--- src/rtl/hazard_ctrl_if.sv ---
// hazard_ctrl_if: pipeline-side hazard inputs and stall/flush/MUL control outputs
interface hazard_ctrl_if #(parameter int REG_W = 4, parameter int CNT_W = 16);
   logic             ID_EX_MemRead;
   logic [REG_W-1:0] ID_EX_RegisterRT;
   logic [REG_W-1:0] IF_ID_RegisterRS;
   logic [REG_W-1:0] IF_ID_RegisterRT;
   logic             IF_ID_UsesRT;
   logic             IF_ID_MulOp;
   logic             ID_Valid;
   logic             Branch_Taken;
   logic             PC_Write;
   logic             IF_ID_Write;
   logic             ID_EX_Bubble;
   logic             IF_ID_Flush;
   logic             ID_EX_Flush;
   logic             Mul_Start;
   logic             Mul_Busy;
   logic [1:0]       Ctrl_State;
   logic [CNT_W-1:0] Stall_Cnt;
   modport master (
      output ID_EX_MemRead, ID_EX_RegisterRT, IF_ID_RegisterRS, IF_ID_RegisterRT,
             IF_ID_UsesRT, IF_ID_MulOp, ID_Valid, Branch_Taken,
      input  PC_Write, IF_ID_Write, ID_EX_Bubble, IF_ID_Flush, ID_EX_Flush,
             Mul_Start, Mul_Busy, Ctrl_State, Stall_Cnt
   );
   modport slave (
      input  ID_EX_MemRead, ID_EX_RegisterRT, IF_ID_RegisterRS, IF_ID_RegisterRT,
             IF_ID_UsesRT, IF_ID_MulOp, ID_Valid, Branch_Taken,
      output PC_Write, IF_ID_Write, ID_EX_Bubble, IF_ID_Flush, ID_EX_Flush,
             Mul_Start, Mul_Busy, Ctrl_State, Stall_Cnt
   );
endinterface

--- src/rtl/hazard_ctrl.sv ---
// hazard_ctrl: load-use stall, branch flush, multi-cycle MUL sequencing and stall counter
module hazard_ctrl #(
   parameter int REG_W      = 4,
   parameter int MUL_CYCLES = 4,
   parameter int CNT_W      = 16
) (
   input logic clk,
   input logic rst,
   hazard_ctrl_if.slave h
);
   localparam int MC_W = $clog2(MUL_CYCLES);
   typedef enum logic [1:0] {RUN = 2'b00, MUL_WAIT = 2'b01, MUL_DONE = 2'b10} state_t;
   state_t           r_state;
   logic [MC_W-1:0]  r_cnt;
   logic [CNT_W-1:0] r_stall;
   logic [REG_W-1:0] w_rt;
   logic             w_lu, w_wait, w_eval, w_br, w_start, w_hold;
   assign w_rt    = h.ID_EX_RegisterRT;
   assign w_lu    = h.ID_EX_MemRead && (w_rt != '0) &&
                    (w_rt == h.IF_ID_RegisterRS || (h.IF_ID_UsesRT && w_rt == h.IF_ID_RegisterRT));
   assign w_wait  = !rst && r_state == MUL_WAIT;
   // RUN and MUL_DONE both honour branches and load-use; only RUN may start a MUL
   assign w_eval  = !rst && (r_state == RUN || r_state == MUL_DONE);
   assign w_br    = w_eval && h.Branch_Taken;
   assign w_start = w_eval && r_state == RUN && !h.Branch_Taken && !w_lu && h.IF_ID_MulOp && h.ID_Valid;
   assign w_hold  = (w_eval && !h.Branch_Taken && w_lu) || w_start || w_wait;
   assign h.PC_Write     = !w_hold;
   assign h.IF_ID_Write  = !w_hold;
   assign h.ID_EX_Bubble = w_hold;
   assign h.IF_ID_Flush  = w_br;
   assign h.ID_EX_Flush  = w_br;
   assign h.Mul_Start    = w_start;
   assign h.Mul_Busy     = w_wait;
   assign h.Ctrl_State   = r_state;
   assign h.Stall_Cnt    = r_stall;
   always_ff @(posedge clk or posedge rst) begin
      if (rst) begin
         r_state <= RUN;
         r_cnt   <= '0;
         r_stall <= '0;
      end else begin
         r_stall <= (w_hold && !(&r_stall)) ? r_stall + CNT_W'(1) : r_stall;
         r_cnt   <= w_start ? MC_W'(MUL_CYCLES - 1) : w_wait ? r_cnt - MC_W'(1) : r_cnt;
         r_state <= w_start ? MUL_WAIT : (w_wait && r_cnt == MC_W'(1)) ? MUL_DONE : w_wait ? MUL_WAIT : RUN;
      end
   end
endmodule

--- src/flat_wrapper.sv ---
// flat-port wrapper written by rule: the top's interface ports become plain ports
module hazard_ctrl_flat 
#(
   parameter int REG_W      = 4,
   parameter int MUL_CYCLES = 4,
   parameter int CNT_W      = 16
)
  (clk, rst, h_ID_EX_MemRead, h_ID_EX_RegisterRT, h_IF_ID_RegisterRS, h_IF_ID_RegisterRT, h_IF_ID_UsesRT, h_IF_ID_MulOp, h_ID_Valid, h_Branch_Taken, h_PC_Write, h_IF_ID_Write, h_ID_EX_Bubble, h_IF_ID_Flush, h_ID_EX_Flush, h_Mul_Start, h_Mul_Busy, h_Ctrl_State, h_Stall_Cnt);
  hazard_ctrl_if #(.REG_W(REG_W), .CNT_W(CNT_W)) h_i ();
  input logic clk;
  input logic rst;
  input wire logic [$bits(h_i.ID_EX_MemRead)-1:0] h_ID_EX_MemRead;
  input wire logic [$bits(h_i.ID_EX_RegisterRT)-1:0] h_ID_EX_RegisterRT;
  input wire logic [$bits(h_i.IF_ID_RegisterRS)-1:0] h_IF_ID_RegisterRS;
  input wire logic [$bits(h_i.IF_ID_RegisterRT)-1:0] h_IF_ID_RegisterRT;
  input wire logic [$bits(h_i.IF_ID_UsesRT)-1:0] h_IF_ID_UsesRT;
  input wire logic [$bits(h_i.IF_ID_MulOp)-1:0] h_IF_ID_MulOp;
  input wire logic [$bits(h_i.ID_Valid)-1:0] h_ID_Valid;
  input wire logic [$bits(h_i.Branch_Taken)-1:0] h_Branch_Taken;
  output wire logic [$bits(h_i.PC_Write)-1:0] h_PC_Write;
  output wire logic [$bits(h_i.IF_ID_Write)-1:0] h_IF_ID_Write;
  output wire logic [$bits(h_i.ID_EX_Bubble)-1:0] h_ID_EX_Bubble;
  output wire logic [$bits(h_i.IF_ID_Flush)-1:0] h_IF_ID_Flush;
  output wire logic [$bits(h_i.ID_EX_Flush)-1:0] h_ID_EX_Flush;
  output wire logic [$bits(h_i.Mul_Start)-1:0] h_Mul_Start;
  output wire logic [$bits(h_i.Mul_Busy)-1:0] h_Mul_Busy;
  output wire logic [$bits(h_i.Ctrl_State)-1:0] h_Ctrl_State;
  output wire logic [$bits(h_i.Stall_Cnt)-1:0] h_Stall_Cnt;
  assign h_i.ID_EX_MemRead = h_ID_EX_MemRead;
  assign h_i.ID_EX_RegisterRT = h_ID_EX_RegisterRT;
  assign h_i.IF_ID_RegisterRS = h_IF_ID_RegisterRS;
  assign h_i.IF_ID_RegisterRT = h_IF_ID_RegisterRT;
  assign h_i.IF_ID_UsesRT = h_IF_ID_UsesRT;
  assign h_i.IF_ID_MulOp = h_IF_ID_MulOp;
  assign h_i.ID_Valid = h_ID_Valid;
  assign h_i.Branch_Taken = h_Branch_Taken;
  assign h_PC_Write = h_i.PC_Write;
  assign h_IF_ID_Write = h_i.IF_ID_Write;
  assign h_ID_EX_Bubble = h_i.ID_EX_Bubble;
  assign h_IF_ID_Flush = h_i.IF_ID_Flush;
  assign h_ID_EX_Flush = h_i.ID_EX_Flush;
  assign h_Mul_Start = h_i.Mul_Start;
  assign h_Mul_Busy = h_i.Mul_Busy;
  assign h_Ctrl_State = h_i.Ctrl_State;
  assign h_Stall_Cnt = h_i.Stall_Cnt;
  hazard_ctrl #(.REG_W(REG_W), .MUL_CYCLES(MUL_CYCLES), .CNT_W(CNT_W)) u_core (.clk(clk), .rst(rst), .h(h_i));
endmodule
--- config.mk ---
export PLATFORM = sky130hd
export DESIGN_NAME = hazard_ctrl_flat
export DESIGN_NICKNAME = d
export VERILOG_FILES = /design/src/rtl/hazard_ctrl_if.sv /design/src/rtl/hazard_ctrl.sv /design/src/flat_wrapper.sv
export SDC_FILE = /design/constraint.sdc
export NUM_CORES = 1
export LEC_CHECK = 0
export ABC_AREA = 1
export BUFFER_PORTS_ARGS = -buffer_cell sky130_fd_sc_hd__buf_2
export CORE_MARGIN = 4
export CORE_UTILIZATION = 47
export CTS_BUF_LIST = sky130_fd_sc_hd__clkbuf_8
export CTS_CLUSTER_SIZE = 28
export DETAILED_ROUTE_END_ITERATION = 16
export PLACE_DENSITY_LB_ADDON = 0.2
export RECOVER_POWER = 50
export SLEW_MARGIN = 20
export SYNTH_ARGS = -nofsm -noshare
export SYNTH_HDL_FRONTEND = slang
export SYNTH_SLANG_ARGS = --single-unit
--- constraint.sdc ---
create_clock -name clk -period 2.2 [get_ports clk]
set_input_delay 0.33 -clock clk [delete_from_list [all_inputs] [get_ports clk]]
set_output_delay 0.33 -clock clk [all_outputs]
set_load 0.05 [all_outputs]
== Yosys cells after proc, flatten, opt, wreduce, memory -nomap -nowiden ==
Cells that the tools add are included.
Operators by class
  $add $sub $neg: 2
  eq/ne operators: 5
  muxes and demuxes: 5
  reductions and logical operators: 28
Operator list (count)
  $add 16x1->16 const B: 1
  $reduce_and 16->1: 1
  $logic_and 1x1->1: 15
  $eq 4x4->1: 2
  $mux 2: 4
  $logic_not 1->1: 5
  $eq 2x1->1 const B: 2
  $logic_or 1x1->1: 4
  $reduce_bool 4->1: 1
  $eq 2x2->1 const B: 1
  $logic_not 2->1: 1
  $reduce_bool 2->1: 1
  $sub 2x1->2 const B: 1
  $mux 1: 1
Word-level totals
  flip-flop bits (word level): 20

== Logic depth before layout (Yosys ltp) ==
  depth in word-level cells: 11
  depth in mapped cells: 13

== Least setup slack after synthesis ==
Ideal clock, no wire load.
  path kind: register -> output
  start: register u_core.r_state[0], in the netlist u_core.h.Ctrl_State[0]
  end: output h_PC_Write
  arrival: 3.048 ns
  data required time: 1.870 ns
  path slack: -1.178 ns
  stages on the path, launching flop included: 9
  path buffers: 3
  cells stage by stage: dfrtp_1 -> inv_1 -> nor3_1 -> inv_2 -> nand3_2 -> buf_2 -> buf_6 -> inv_2 -> buf_4
On the way
  elaborated cells on any way between the ends: 16
  classes of those cells: 2 x eq/ne; 14 x reduce/logical
RTL lines
  start: declaration: line hazard_ctrl.sv:13  | state_t r_state;
  start signal: assignment: line hazard_ctrl.sv:44  | r_state <= w_start ? MUL_WAIT : (w_wait && r_cnt == MC_W'(1)) ? MUL_DONE : w_wait ? MUL_WAIT : RUN;
  $eq 2x1->1: line hazard_ctrl.sv:21  | assign w_wait = !rst && r_state == MUL_WAIT;
  $logic_and 1x1->1: line hazard_ctrl.sv:21
  net h_Mul_Busy: line flat_wrapper.sv:26  | output wire logic [$bits(h_i.Mul_Busy)-1:0] h_Mul_Busy;
  $logic_or 1x1->1: line hazard_ctrl.sv:26  | assign w_hold = (w_eval && !h.Branch_Taken && w_lu) || w_start || w_wait;
  net h_ID_EX_Bubble: line flat_wrapper.sv:22  | output wire logic [$bits(h_i.ID_EX_Bubble)-1:0] h_ID_EX_Bubble;
  $logic_not 1->1
  end: declaration: line flat_wrapper.sv:20  | output wire logic [$bits(h_i.PC_Write)-1:0] h_PC_Write;
The timed path passes the listed nets, and every way through them passes these cells.

== Worst setup path in the final report ==
  start: register u_core.r_state[0], in the netlist u_core.h.Ctrl_State[0]
  end: output h_ID_EX_Bubble
On the way
  cells in the longest elaborated chain, start to end: 10
  elaborated cells on any way between the ends: 15
  classes of those cells: 2 x eq/ne; 13 x reduce/logical
Ends and longest elaborated chain
  $eq 2x2->1 / $logic_not 2->1 (equally long branches): line hazard_ctrl.sv:23, hazard_ctrl.sv:25
  $logic_or 1x1->1: line hazard_ctrl.sv:23  | assign w_eval = !rst && (r_state == RUN || r_state == MUL_DONE);
  $logic_and 1x1->1: line hazard_ctrl.sv:23
  $logic_and 1x1->1 (5 in a row): line hazard_ctrl.sv:25  | assign w_start = w_eval && r_state == RUN && !h.Branch_Taken && !w_lu && h.IF_ID_MulOp && h.ID_Valid;
  $logic_or 1x1->1: line hazard_ctrl.sv:26
  $logic_or 1x1->1 (*): line hazard_ctrl.sv:26
  end: declaration: line flat_wrapper.sv:22
Mark *: on every way between the ends. The rest lies on a longest branch, timed or not.

==> results.sh <==
export IMPL_fmax_ghz=0.5127
export IMPL_peakVddDrop_mv=0.6482
export IMPL_wl_per_cell_um=11.35
export IMPL_fin_setup_tns_ns=0
export IMPL_worst_pin_slew_ns=1.064
export IMPL_setup_viol=0
export IMPL_path_class="flop to output pin"
export IMPL_antenna_left=0
export IMPL_worstPathMaxFanout=5
export IMPL_netlist_area_um2=1388
export IMPL_yosys_register_bits=20
export IMPL_clock_latency_ns=0.26
export IMPL_vias_per_cell=4.942
export IMPL_area_growth_pct=23.99
export IMPL_ios=44
export IMPL_r2r_worst_path_cells=9
export IMPL_place_ws_ns=0.1727
export IMPL_vias=1354
export IMPL_setup_ws_ns=0.2495
export IMPL_min_period_over_period=0.8866
export IMPL_ys_seq_area_frac=0.3607
export IMPL_yosys_top_cells_count="nand2_1 (65), nand3_1 (27), inv_1 (26), dfrtp_1 (20), nor2_1 (14)"
export IMPL_synth_edf_count=0
export IMPL_p_per_area_nw_per_um2=741.0
export IMPL_maxCapViolations=0
export IMPL_rsz0062_at_grt="false"
export IMPL_yosys_area_top_type="dfrtp_1"
export IMPL_antenna_cells=0
export IMPL_root_buffer="clkbuf_8"
export IMPL_gr_total_overflow=0
export IMPL_synth_distinct_cells=25
export IMPL_grt_pass1_vias=1166
export IMPL_grt_pass1_wl_um=5361
export IMPL_ys_flop_type="dfrtp_1"
export IMPL_totalWireLength_um=3110
export IMPL_drtPass1Iterations=5
export IMPL_syn_num_nets=218
export IMPL_worstPathCellList="inv_1 > nor3_1 > inv_2 > nand3_2 > clkbuf_4"
export IMPL_finClkSkew_ns=0.006913
export IMPL_crit_path_end_kind="output pin"
export IMPL_slew_violations=0
export IMPL_die_w_um=62.34
export IMPL_cts_sinks=20
export IMPL_startpoint_type="flop"
export IMPL_rows=19
export IMPL_grt_usage=0.1662
export IMPL_crit_required_ns=1.87
export IMPL_grt_max_degree=21
export IMPL_fin_nets=265
export IMPL_synth_top_area_frac=0.3607
export IMPL_hold_viol=0
export IMPL_drive_gt1_frac=0.2099
export IMPL_die_h_um=62.34
export IMPL_min_period_ns=1.950
export IMPL_globalRouteMet3Util=0.03784
export IMPL_worst_ep_arrival_time_ns=1.62
export IMPL_grt_use_met1=0.2276
export IMPL_post_synth_top_count_cell="nand2_1"
export IMPL_drtIter0Drc=69
export IMPL_hpwlAfterDp_um=2357
export IMPL_clkTransAtPathRegs_ns=0.08
export IMPL_use_met2=0.2578
export IMPL_cp_slowest_cell="nor3_1"
export IMPL_ys_top_cells_by_area="dfrtp_1 (36%), nand2_1 (18%), nand3_1 (9.7%)"
export IMPL_cts_tree="done"
export IMPL_relSlewSlack=0.2909
export IMPL_cts_buffer_depth=2
export IMPL_cts_buffers=3
export IMPL_initial_utilization=0.4989
export IMPL_antenna_found_initial=0
export IMPL_p_leak_nw=0.9616
export IMPL_core_area_um2=2781
export IMPL_avgSynthCellArea_um2=7.044
export IMPL_htree_levels=1
export IMPL_place_congestion=0.8105
export IMPL_holdBufCountCts=0
export IMPL_top_usage_layer="met2"
export IMPL_synthArstFlopShare=1.000
export IMPL_drcViolationCount=0
export IMPL_die_area_um2=3886
export IMPL_max_stage_delay_ns=0.39
export IMPL_numPortBuffers=43
export IMPL_ys_warn_count=0
export IMPL_outcome="finished clean"
export IMPL_hp_class="input port to async pin"
export IMPL_syn_inst=197
==> cell families (layout without fill, tap and decap cells) <==
| family | after synthesis | after routing | synth area share |
|---|---|---|---|
| DFF | 20 | 20 | 0.3607 |
| xor gates and xnor gates | 15 | 15 | 0.09468 |
| AOI/OAI and AO/OA | 4 | 4 | 0.01894 |
| and+or+nand+nor | 121 | 121 | 0.3950 |
| buffers and inverters | 35 | 81 | 0.1127 |
| adders and majority gates | 2 | 2 | 0.01803 |
==> per-stage QoR <==
stage | total power [mW] | instance area [um2] | util | cells | hold WS [ns]
finish | 1.275 | 1720 | 0.6185 | 274 | 0.4351
global route | 1.366 | 1720 | 0.6185 | 274 | 0.5320
CTS | 1.295 | 1702 | 0.6118 | 271 | 0.1512
detailed placement | 0.9247 | 1630 | 0.5861 | 267 | 0.4415
global placement | 0.9175 | 1630 | 0.5861 | 267 | 0.4366
floorplan | 0.8206 | 1415 | - | 197 | 0.3024
==> power breakdown <==
part	internal, mW	switching [mW]	total [mW]
clock	0.243	0.124	0.367
combinational	0.114	0.304	0.418
sequential	0.421	0.0680	0.489
==> layer usage <==
layer | part of all wire | vias to the layer above
met5 | 0 | -
met4 | 0.014 | 0
met3 | 0.069 | 5
met2 | 0.45 | 36
met1 | 0.46 | 606
li1 | - | 707
==> cell type report <==
type | count | area (um2)
fill | 260 | 1061
multi-input combinational | 142 | 744.5
sequential | 20 | 503.0
timing repair buffer | 48 | 251.5
inverter | 29 | 111.4
clock buffer | 3 | 41.29
tap | 31 | 38.79
clock inverter | 1 | 30.03
==> worst paths after layout <==
kind | from | to | slack, ns
max | u_core.h.Ctrl_State[0] | h_ID_EX_Bubble | 0.25
min | rst | u_core.h.Ctrl_State[1] | 0.44
max reg2reg | u_core.h.Stall_Cnt[0] | u_core.h.Stall_Cnt[10] | 0.26
min reg2reg | u_core.h.Stall_Cnt[13] | u_core.h.Stall_Cnt[13] | 0.53
max in group asynchronous | rst | u_core.h.Ctrl_State[0] | 1.06
min in group clk | rst | u_core.h.Ctrl_State[1] | 0.49
==> cell usage in the layout, fill, tap and decap left out, drive strengths merged <==
cell type	instances
ha	2
nand2	66
nand4	4
nand3	28
nor2	14
o21ai	1
dfrtp	20
a21boi	1
buf	36
nor3	5
o211ai	1
bufinv	1
inv	28
xnor2	5
a31oi	1
nor4	3
clkbuf	15
xor2	10
clkinv	1
or2	1
==> worst max-delay path: cells and delay by family, from the launching register on <==
family,cells,cell delay [ns]
AND/OR/NAND/NOR,2,0.54
buffers and inverters,3,0.43
flip-flops,1,0.38
==> sequential cells by signal, summed over array words and instances, names as in the netlist <==
name,count
u_core.r_cnt,2
u_core.h.Stall_Cnt,16
u_core.h.Ctrl_State,2
==> what timing repair did <==
item / in CTS / in global routing
endpoints found under the setup margin: 0 / 15
buffers inserted: 0 / 3
resized for setup: 0 / 2
No activity file was read; power rests on OpenSTA's default activity.
